## config.mk

```make
export PLATFORM = sky130hd
export DESIGN_NAME = lcd_dstn_timing_flat
export DESIGN_NICKNAME = d
export VERILOG_FILES = /design/src/rtl/lcd_dstn_if.sv /design/src/rtl/lcd_dstn_timing.sv /design/src/flat_wrapper.sv
export SDC_FILE = /design/constraint.sdc
export NUM_CORES = 1
export LEC_CHECK = 0
export ABC_AREA = 1
export CELL_PAD_IN_SITES_DETAIL_PLACEMENT = 1
export CELL_PAD_IN_SITES_GLOBAL_PLACEMENT = 2
export CORE_MARGIN = 4
export CORE_UTILIZATION = 33
export DETAILED_ROUTE_END_ITERATION = 6
export PLACE_DENSITY = 0.83
export SYNTH_ARGS = -nofsm -noshare
export SYNTH_HDL_FRONTEND = slang
export SYNTH_SLANG_ARGS = --single-unit
```

## constraint.sdc

```tcl
create_clock -name clk -period 2.4 [get_ports clk]
set_input_delay 0.48 -clock clk [delete_from_list [all_inputs] [get_ports clk]]
set_output_delay 0.48 -clock clk [all_outputs]
set_load 0.05 [all_outputs]
```

## src/rtl/lcd_dstn_if.sv

```systemverilog
`default_nettype none
// ============================================================================
//  Module      : lcd_dstn_if
//  Description : FIFO read side plus dual-scan colour STN panel bus for
//                lcd_dstn_timing. The master is the timing block; the slave
//                is the FIFO/panel side.
//  Revision    : 1.0 - initial release
// ============================================================================
interface lcd_dstn_if;
    logic [5:0] lcd_rd_data;
    logic       lcd_rd_empty;
    logic       lcd_rd_en;
    logic [3:0] lcd_ud;
    logic [3:0] lcd_ld;
    logic       lcd_cp;
    logic       lcd_lp;
    logic       lcd_flm;
    logic       lcd_m;
    logic       vsync;
    logic       underflow;

    modport master (
        input  lcd_rd_data, lcd_rd_empty,
        output lcd_rd_en, lcd_ud, lcd_ld, lcd_cp, lcd_lp, lcd_flm, lcd_m,
               vsync, underflow
    );

    modport slave (
        output lcd_rd_data, lcd_rd_empty,
        input  lcd_rd_en, lcd_ud, lcd_ld, lcd_cp, lcd_lp, lcd_flm, lcd_m,
               vsync, underflow
    );
endinterface
`default_nettype wire

```

## src/rtl/lcd_dstn_timing.sv

```systemverilog
`default_nettype none
// ============================================================================
//  Module      : lcd_dstn_timing
//  Description : Drains the 6-bit LCD FIFO (one dithered pixel per panel
//                half), packs 3-bit subpixel groups into 4-bit nibbles per
//                half and drives CP/LP/FLM/M timing of a dual-scan colour
//                STN panel. vsync mirrors FLM back to the FRC stage.
//  Revision    : 1.0 - initial release
// ============================================================================
module lcd_dstn_timing #(
    parameter int H_PIXELS = 640,
    parameter int V_LINES  = 240,
    parameter int CP_HALF  = 2,
    parameter int H_BLANK  = 16,
    parameter int LP_WIDTH = 4,
    parameter int M_LINES  = 0
) (
    input  wire logic  clk,
    input  wire logic  rst,
    lcd_dstn_if.master lcd
);

    localparam int c_CPS = H_PIXELS * 3 / 4;
    localparam int c_HW  = $clog2(H_BLANK + 1);
    localparam int c_PW  = $clog2(CP_HALF + 1);
    localparam int c_NW  = $clog2(c_CPS + 1);
    localparam int c_LW  = $clog2(V_LINES + 1);
    localparam int c_MW  = $clog2(M_LINES + 2);

    localparam logic [1:0] c_ST_HBLANK = 2'd0;
    localparam logic [1:0] c_ST_CP_LO  = 2'd1;
    localparam logic [1:0] c_ST_CP_HI  = 2'd2;
    localparam logic [1:0] c_ST_STALL  = 2'd3;

    // Timing state
    logic [1:0]      r_state_q, w_state_d;
    logic [c_HW-1:0] r_hcnt_q,  w_hcnt_d;
    logic [c_PW-1:0] r_ph_q,    w_ph_d;
    logic [c_NW-1:0] r_ncp_q,   w_ncp_d;
    logic [c_LW-1:0] r_line_q,  w_line_d;
    logic [c_MW-1:0] r_mcnt_q,  w_mcnt_d;

    // Gearbox state: buffers are MSB-aligned, oldest bit in [7]
    logic [7:0]      r_ubuf_q,  w_ubuf_d;
    logic [7:0]      r_lbuf_q,  w_lbuf_d;
    logic [3:0]      r_cnt_q,   w_cnt_d;
    logic            r_inf_q;

    // Registered panel outputs
    logic [3:0]      r_ud_q,    w_ud_d;
    logic [3:0]      r_ld_q,    w_ld_d;
    logic            r_cp_q,    w_cp_d;
    logic            r_lp_q,    w_lp_d;
    logic            r_flm_q,   w_flm_d;
    logic            r_m_q,     w_m_d;
    logic            r_uf_q,    w_uf_d;

    logic [3:0]      w_avail;
    logic            w_rd_en;
    logic            w_due;
    logic            w_take;
    logic [7:0]      w_ub_app;
    logic [7:0]      w_lb_app;
    logic [3:0]      w_cnt_app;

    // Read request and line/CP sequencing; a CP falls due on HBLANK exit or
    // CP_HI exit, and is loaded only when 4 bits exist (counting data landing now)
    always_comb begin
        w_avail   = r_cnt_q + (r_inf_q ? 4'd3 : 4'd0);
        w_rd_en   = !rst && !lcd.lcd_rd_empty && (w_avail <= 4'd4);
        w_state_d = r_state_q;
        w_hcnt_d  = r_hcnt_q;
        w_ph_d    = r_ph_q;
        w_ncp_d   = r_ncp_q;
        w_line_d  = r_line_q;
        w_uf_d    = r_uf_q;
        w_due     = 1'b0;
        w_take    = 1'b0;
        case (r_state_q)
            c_ST_HBLANK: begin
                if (r_hcnt_q == c_HW'(H_BLANK - 1)) begin
                    w_hcnt_d = '0;
                    w_due    = 1'b1;
                end else begin
                    w_hcnt_d = r_hcnt_q + 1'b1;
                end
            end
            c_ST_CP_LO: begin
                if (r_ph_q == c_PW'(CP_HALF - 1)) begin
                    w_ph_d    = '0;
                    w_state_d = c_ST_CP_HI;
                end else begin
                    w_ph_d = r_ph_q + 1'b1;
                end
            end
            c_ST_CP_HI: begin
                if (r_ph_q == c_PW'(CP_HALF - 1)) begin
                    w_ph_d = '0;
                    if (r_ncp_q == c_NW'(c_CPS - 1)) begin
                        w_ncp_d   = '0;
                        w_hcnt_d  = '0;
                        w_state_d = c_ST_HBLANK;
                        w_line_d  = (r_line_q == c_LW'(V_LINES - 1)) ? '0 : r_line_q + 1'b1;
                    end else begin
                        w_ncp_d = r_ncp_q + 1'b1;
                        w_due   = 1'b1;
                    end
                end else begin
                    w_ph_d = r_ph_q + 1'b1;
                end
            end
            default: begin
                w_due = 1'b1;
            end
        endcase
        if (w_due) begin
            if (w_avail >= 4'd4) begin
                w_take    = 1'b1;
                w_ph_d    = '0;
                w_state_d = c_ST_CP_LO;
            end else begin
                w_uf_d    = 1'b1;
                w_state_d = c_ST_STALL;
            end
        end
    end

    // Gearbox: append the returning entry first, then consume 4 bits, so a
    // same-clock return and CP load net out to count + 3 - 4
    always_comb begin
        w_ub_app  = r_ubuf_q;
        w_lb_app  = r_lbuf_q;
        w_cnt_app = r_cnt_q;
        if (r_inf_q) begin
            w_ub_app  = r_ubuf_q | ({lcd.lcd_rd_data[5:3], 5'b0} >> r_cnt_q);
            w_lb_app  = r_lbuf_q | ({lcd.lcd_rd_data[2:0], 5'b0} >> r_cnt_q);
            w_cnt_app = r_cnt_q + 4'd3;
        end
        w_ubuf_d = w_ub_app;
        w_lbuf_d = w_lb_app;
        w_cnt_d  = w_cnt_app;
        w_ud_d   = r_ud_q;
        w_ld_d   = r_ld_q;
        if (w_take) begin
            w_ud_d   = w_ub_app[7:4];
            w_ld_d   = w_lb_app[7:4];
            w_ubuf_d = w_ub_app << 4;
            w_lbuf_d = w_lb_app << 4;
            w_cnt_d  = w_cnt_app - 4'd4;
        end
    end

    // Panel strobes decoded from the next state; M flips on LP rising edges
    always_comb begin
        w_cp_d   = (w_state_d == c_ST_CP_HI);
        w_lp_d   = (w_state_d == c_ST_HBLANK) && (w_hcnt_d >= c_HW'(1)) &&
                   (w_hcnt_d <= c_HW'(LP_WIDTH));
        w_flm_d  = w_lp_d && (w_line_d == c_LW'(V_LINES - 1));
        w_m_d    = r_m_q;
        w_mcnt_d = r_mcnt_q;
        if (w_lp_d && !r_lp_q) begin
            if (M_LINES == 0) begin
                if (w_flm_d) begin
                    w_m_d = !r_m_q;
                end
            end else if (r_mcnt_q == c_MW'(M_LINES - 1)) begin
                w_mcnt_d = '0;
                w_m_d    = !r_m_q;
            end else begin
                w_mcnt_d = r_mcnt_q + 1'b1;
            end
        end
    end

    // State registers; reset discards the partial line and any in-flight read
    always_ff @(posedge clk) begin
        if (rst) begin
            r_state_q <= c_ST_HBLANK;
            r_hcnt_q  <= '0;
            r_ph_q    <= '0;
            r_ncp_q   <= '0;
            r_line_q  <= c_LW'(V_LINES - 1);
            r_mcnt_q  <= '0;
            r_ubuf_q  <= '0;
            r_lbuf_q  <= '0;
            r_cnt_q   <= '0;
            r_inf_q   <= 1'b0;
            r_ud_q    <= '0;
            r_ld_q    <= '0;
            r_cp_q    <= 1'b0;
            r_lp_q    <= 1'b0;
            r_flm_q   <= 1'b0;
            r_m_q     <= 1'b0;
            r_uf_q    <= 1'b0;
        end else begin
            r_state_q <= w_state_d;
            r_hcnt_q  <= w_hcnt_d;
            r_ph_q    <= w_ph_d;
            r_ncp_q   <= w_ncp_d;
            r_line_q  <= w_line_d;
            r_mcnt_q  <= w_mcnt_d;
            r_ubuf_q  <= w_ubuf_d;
            r_lbuf_q  <= w_lbuf_d;
            r_cnt_q   <= w_cnt_d;
            r_inf_q   <= w_rd_en;
            r_ud_q    <= w_ud_d;
            r_ld_q    <= w_ld_d;
            r_cp_q    <= w_cp_d;
            r_lp_q    <= w_lp_d;
            r_flm_q   <= w_flm_d;
            r_m_q     <= w_m_d;
            r_uf_q    <= w_uf_d;
        end
    end

    assign lcd.lcd_rd_en = w_rd_en;
    assign lcd.lcd_ud    = r_ud_q;
    assign lcd.lcd_ld    = r_ld_q;
    assign lcd.lcd_cp    = r_cp_q;
    assign lcd.lcd_lp    = r_lp_q;
    assign lcd.lcd_flm   = r_flm_q;
    assign lcd.lcd_m     = r_m_q;
    assign lcd.vsync     = r_flm_q;
    assign lcd.underflow = r_uf_q;

endmodule
`default_nettype wire

```

## src/flat_wrapper.sv

```systemverilog
// flat-port wrapper written by rule: the top's interface ports become plain ports
module lcd_dstn_timing_flat 
#(
    parameter int H_PIXELS = 640,
    parameter int V_LINES  = 240,
    parameter int CP_HALF  = 2,
    parameter int H_BLANK  = 16,
    parameter int LP_WIDTH = 4,
    parameter int M_LINES  = 0
)
  (clk, rst, lcd_lcd_rd_data, lcd_lcd_rd_empty, lcd_lcd_rd_en, lcd_lcd_ud, lcd_lcd_ld, lcd_lcd_cp, lcd_lcd_lp, lcd_lcd_flm, lcd_lcd_m, lcd_vsync, lcd_underflow);
  lcd_dstn_if lcd_i ();
  input  wire logic clk;
  input  wire logic rst;
  input wire logic [$bits(lcd_i.lcd_rd_data)-1:0] lcd_lcd_rd_data;
  input wire logic [$bits(lcd_i.lcd_rd_empty)-1:0] lcd_lcd_rd_empty;
  output wire logic [$bits(lcd_i.lcd_rd_en)-1:0] lcd_lcd_rd_en;
  output wire logic [$bits(lcd_i.lcd_ud)-1:0] lcd_lcd_ud;
  output wire logic [$bits(lcd_i.lcd_ld)-1:0] lcd_lcd_ld;
  output wire logic [$bits(lcd_i.lcd_cp)-1:0] lcd_lcd_cp;
  output wire logic [$bits(lcd_i.lcd_lp)-1:0] lcd_lcd_lp;
  output wire logic [$bits(lcd_i.lcd_flm)-1:0] lcd_lcd_flm;
  output wire logic [$bits(lcd_i.lcd_m)-1:0] lcd_lcd_m;
  output wire logic [$bits(lcd_i.vsync)-1:0] lcd_vsync;
  output wire logic [$bits(lcd_i.underflow)-1:0] lcd_underflow;
  assign lcd_i.lcd_rd_data = lcd_lcd_rd_data;
  assign lcd_i.lcd_rd_empty = lcd_lcd_rd_empty;
  assign lcd_lcd_rd_en = lcd_i.lcd_rd_en;
  assign lcd_lcd_ud = lcd_i.lcd_ud;
  assign lcd_lcd_ld = lcd_i.lcd_ld;
  assign lcd_lcd_cp = lcd_i.lcd_cp;
  assign lcd_lcd_lp = lcd_i.lcd_lp;
  assign lcd_lcd_flm = lcd_i.lcd_flm;
  assign lcd_lcd_m = lcd_i.lcd_m;
  assign lcd_vsync = lcd_i.vsync;
  assign lcd_underflow = lcd_i.underflow;
  lcd_dstn_timing #(.H_PIXELS(H_PIXELS), .V_LINES(V_LINES), .CP_HALF(CP_HALF), .H_BLANK(H_BLANK), .LP_WIDTH(LP_WIDTH), .M_LINES(M_LINES)) u_core (.clk(clk), .rst(rst), .lcd(lcd_i));
endmodule
```

# [Word level (Yosys, flattened, before mapping)]
# Cells that the tools add are included.
# Widths: inputs -> output; s select.
[classes] eq_ne=8 muxes=32 reduce_logical=17 shift=2 n_lt_le_gt_ge=4 bitwise_logic=3 n_addsub=7
[op_table] op="$mux 8" n=8
[op_table] op="$mux 2" n=10
[op_table] op="$eq 8x8->1 const B" n=2
[op_table] op="$or 8x8->8" n=2
[op_table] op="$shr 8x4->8" n=2
[op_table] op="$mux 5" n=3
[op_table] op="$pmux 5 s2" n=1
[op_table] op="$add 9x1->9 const B" n=1
[op_table] op="$eq 9x9->1 const B" n=1
[op_table] op="$mux 9" n=1
[op_table] op="$add 8x1->8 const B" n=1
[op_table] op="$mux 4" n=2
[op_table] op="$logic_and 1x1->1" n=6
[op_table] op="$reduce_and 2->1" n=3
[op_table] op="$add 5x1->5 const B" n=1
[op_table] op="$eq 5x4->1 const B" n=1
[op_table] op="$ge 5x1->1 const B" n=1
[op_table] op="$le 5x3->1 const B" n=1
[op_table] op="$mux 1" n=5
[op_table] op="$add 4x2->4 const B" n=1
[op_table] op="$add 4x4->4" n=1
[op_table] op="$eq 2x1->1 const B" n=2
[op_table] op="$eq 2x2->1 const B" n=2
[op_table] op="$ge 4x3->1 const B" n=1
[op_table] op="9 further kinds" n=14
[word_totals] input_bits=9 out_inout_bits=15 elab_cells=91 reg_bits=60

# [Longest topological paths before layout]
[logic_depth] depth_word=10 depth_mapped=17 mapped_depth_nobuf=16

# [Worst setup path before layout]
# Ideal clock, no wire load.
[synth_path] path_kind="register to output" startpoint="reg u_core.r_cnt_q[1]" endpoint="out lcd_lcd_rd_en" arrival_time_ns=2.881 required_ns=1.920 path_slack_ns=-0.961 stages_incl_launch_ff=8 n_path_buf=1 cell_sequence="dfxtp_1 -> buf_2 -> clkinv_1 -> fa_1 -> inv_1 -> nor2_1 -> nor2_1 -> nor4_1"
[synth_via] elab_chain_cells=3
[synth_rtl] item="start, declared" line="lcd_dstn_timing.sv:46" text="logic [3:0] r_cnt_q, w_cnt_d;"
[synth_rtl] item="start signal, assigned" line="lcd_dstn_timing.sv:204" text="r_cnt_q <= w_cnt_d;"
[synth_rtl] item="$add 4x4->4" line="lcd_dstn_timing.sv:69" text="w_avail = r_cnt_q + (r_inf_q ? 4'd3 : 4'd0);"
[synth_rtl] item="$le 4x3->1" line="lcd_dstn_timing.sv:70" text="w_rd_en = !rst && !lcd.lcd_rd_empty && (w_avail <= 4'd4);"
[synth_rtl] item="$logic_and 1x1->1" line="lcd_dstn_timing.sv:70"
[synth_rtl] item="end, declared" line="flat_wrapper.sv:17" text="output wire logic [$bits(lcd_i.lcd_rd_en)-1:0] lcd_lcd_rd_en;"
# Every way passes these cells.

# [Worst setup path in the final report]
[layout_path] startpoint="reg u_core.r_inf_q" endpoint="out lcd_lcd_rd_en"
[layout_via] elab_chain_cells=4
[layout_rtl] item="start, declared" line="lcd_dstn_timing.sv:47" text="logic r_inf_q;"
[layout_rtl] item="start signal, assigned" line="lcd_dstn_timing.sv:205" text="r_inf_q <= w_rd_en;"
[layout_rtl] item="$mux 2" line="lcd_dstn_timing.sv:69"
[layout_rtl] item="$add 4x4->4" line="lcd_dstn_timing.sv:69"
[layout_rtl] item="$le 4x3->1" line="lcd_dstn_timing.sv:70"
[layout_rtl] item="$logic_and 1x1->1" line="lcd_dstn_timing.sv:70"
# Every way passes these cells.

==> impl_metrics.yaml <==
status:
  status: "complete, but fails checks"
  failed_checks: "negative setup slack"
final_layout:
  syn_to_final_growth_pct: 22.1
  drive_above_1_share_pct: 15.8
  antenna_cells: 0
  fillers: 1141
  fin_cells: 579
  layout.nets: 483
  final_util_pct: 41.2
floorplanning:
  dieArea_sq_um: 11000
  start_util_pct: 33.7
  core-area_sq_um: 9200
  die_w_microns: 105
  die_h_microns: 105
  row_count: 35
  io_pins: 24
grt:
  grt_pass1_vias: 2872
  grt_overflow: 0
  grt_max_degree: 26
  grt_pass1_wl_microns: 13700
  grt_util_all_layers_pct: 15.4
  antenna_found_initial: 0
synthesis:
  synth_cell_type_count: 43
  syn_inst: 427
  syn_area_per_cell_sq_um: 7.27
  yosysSeqAreaShare_pct: 38.7
  synth_warnings: 0
  async_flop_share_pct: 0
  synth_nets: 447
  synthTopCellsByCount: "nand2_1 (81), nor2_1 (67), dfxtp_1 (60), inv_1 (44), o21ai_0 (27)"
  ys_seq_elements: 60
  synth_most_common_cell: "nand2_1"
  synth_largest_area_cell: "dfxtp_1"
  ys.flop_type: "dfxtp_1"
  netlist_area_sq_um: 3100
  ys_top_cells_by_area: "dfxtp_1 (39%), nand2_1 (9.8%), nor2_1 (8.1%)"
  synth_top_area_share_pct: 38.7
  synth_edf_count: 0
critical_path:
  crit_arrival_ps: 1960
  startpoint_type: "flip-flop"
  required_ps: 1920
  crit_fanout: 5
  worst-setup-path-type: "reg -> out"
  cp-end-kind: "primary output"
sta:
  slew_violations: 0
  hold_violations: 0
  whs_ps: 444
  rsz0062_at_grt: "true"
  fin_worst_skew_ps: 11.9
  finalSetupViolations: 1
  clock.fmax_ghz: 0.410
  worst_pin_slew_ps: 521
  period_share_pct: 102
  slew_headroom_pct: 65.1
  timing.final.ws_setup_ps: -40.9
  min_period_ps: 2440
cts:
  cts_tree: "built"
  cts_sinks: 60
  htreeDepth: 3
  clk_pin_slew_ps: 80
  cts_buffers: 9
  cts-root-buf: "clkbuf_8"
  clk_path_buf_depth: 2
  clkLatencyLatePin_ps: 350
routing:
  drc: 0
  wl_per_cell_microns: 13.7
  antenna_left: 0
  wl_microns: 7930
  avgViaCountPerCell: 4.86
  drt-pass1-iter-count: 4
  drt_iter0_markers: 77
  vias: 2814
power:
  p_sw_share_pct: 30.9
  switchingPower_mw: 0.682
  p_per_area_nw_per_um2: 583
  leakagePower_nw: 1.69
  intPower_mw: 1.53
  combPwrFrac_pct: 13.5
  pwr-share-seq_pct: 47.3
  ir_drop_uv: 233
  pwr-share-clk_pct: 39.1
placed_design:
  dp_hpwl_microns: 5830
  port_buffers: 23
  place_inst: 559
  gp_congestion: 0.777
hold_path:
  hold_path_class: "reg -> reg"
run:
  drv_cap: 0
logic make-up (layout without fill, tap and decap cells):
logic type	count (synthesis)	count (layout)	synth area share (%)
and+or+nand+nor	206	206	31.2
AOI/OAI and AO/OA	75	75	14.2
buffers and inverters	67	108	8.95
DFF	60	60	38.7
adders and majority gates	11	11	4.68
xor gates and xnor gates	8	8	2.26
timing repair:
item	4_1_cts	5_1_grt
pin swaps	5	1
setup buffers	3	2
endpoints found under the setup margin	1	14
hold buffers	0	0
resized for setup	11	6
path summary, 6_finish.rpt:
check	end	slack [ps]	start	cells past startpoint
worst max-delay path	lcd_lcd_rd_en	-40	u_core.r_inf_q	8
worst min-delay path	u_core.r_ph_q[1]	440	u_core.r_ph_q[1]	2
worst max register to register	u_core.r_cnt_q[3]	240	u_core.r_inf_q	12
worst min register to register	u_core.r_ph_q[1]	440	u_core.r_ph_q[1]	2
worst max-delay path, cell delays in order, from the launching register on:
cell     delay, ps
dfxtp_4        390
ha_4           140
inv_2           30
fa_1           460
inv_1           60
nor2_2         110
nor2_2          60
nor4_4         180
buf_12         180
cell type report:
type	count	area, sq um	area share (%)
tap	111	139	3.67
multi-input combinational	300	1680	44.5
inverter	55	214	5.65
sequential	60	1210	31.9
timing repair buffer	37	362	9.54
clock buffer	9	124	3.27
clock inverter	7	58.8	1.55
routing by layer:
layer | global-route usage, % | part of all wire (%) | vias to the layer above
met3 | 5.25 | 2.7 | 9
li1 | - | - | 1447
met5 | 0 | 0 | -
met2 | 25.3 | 48 | 22
met4 | 3.37 | 1.2 | 0
met1 | 19.4 | 48 | 1336
cell usage in the layout (no fill, tap or decap), drive strengths merged:
cell            n
o21ai          29
a31oi           2
a221oi          1
fa              1
o21bai         10
a31o            1
nand3b          3
a21oi          20
nand4           4
nor4            3
nor2           76
ha             10
o22ai           1
or2             3
a21o            2
xnor2           1
and3            1
dfxtp          60
clkdlybuf4s50  22
o31ai           2
nand3          19
clkbuf          9
xor2            7
nor3            8
clkinv          4
inv            56
a211oi          6
o211a           1
nand2          89
clkinvlp        2
buf            15
sequential cells by signal, indices dropped and copies added, names as in the netlist:
name / count
u_core.r_ncp_q: 9
u_core.r_inf_q: 1
u_core.lcd.lcd_lp: 1
u_core.r_ubuf_q: 8
u_core.lcd.lcd_m: 1
u_core.r_ph_q: 2
u_core.r_state_q: 2
u_core.r_hcnt_q: 5
u_core.lcd.underflow: 1
u_core.r_line_q: 8
u_core.lcd.lcd_flm: 1
u_core.lcd.lcd_ld: 4
u_core.lcd.lcd_ud: 4
u_core.lcd.lcd_cp: 1
u_core.r_lbuf_q: 8
u_core.r_cnt_q: 4
per-stage QoR:
stage / total power, mW / area (sq um) / setup slack, ps / setup TNS, ps
2_1_floorplan: 1.25 / 3120 / 12.6 / 0
3_3_place_gp: 1.35 / 3520 / 163 / 0
3_5_place_dp: 1.35 / 3520 / 133 / 0
4_1_cts: 2.24 / 3750 / -57.9 / -57.9
5_1_grt: 2.34 / 3790 / -156 / -156
6_report: 2.21 / 3790 / -40.9 / -40.9
power by group through the flow:
stage	Sequential, mW	Clock, mW	Combinational, mW
after floorplan	1.09	0	0.167
after global placement	1.07	0	0.281
after detailed placement	1.07	0	0.285
after CTS	1.05	0.902	0.297
after global routing	1.05	0.960	0.332
final	1.05	0.865	0.299
(Power assumes the default switching activity.)
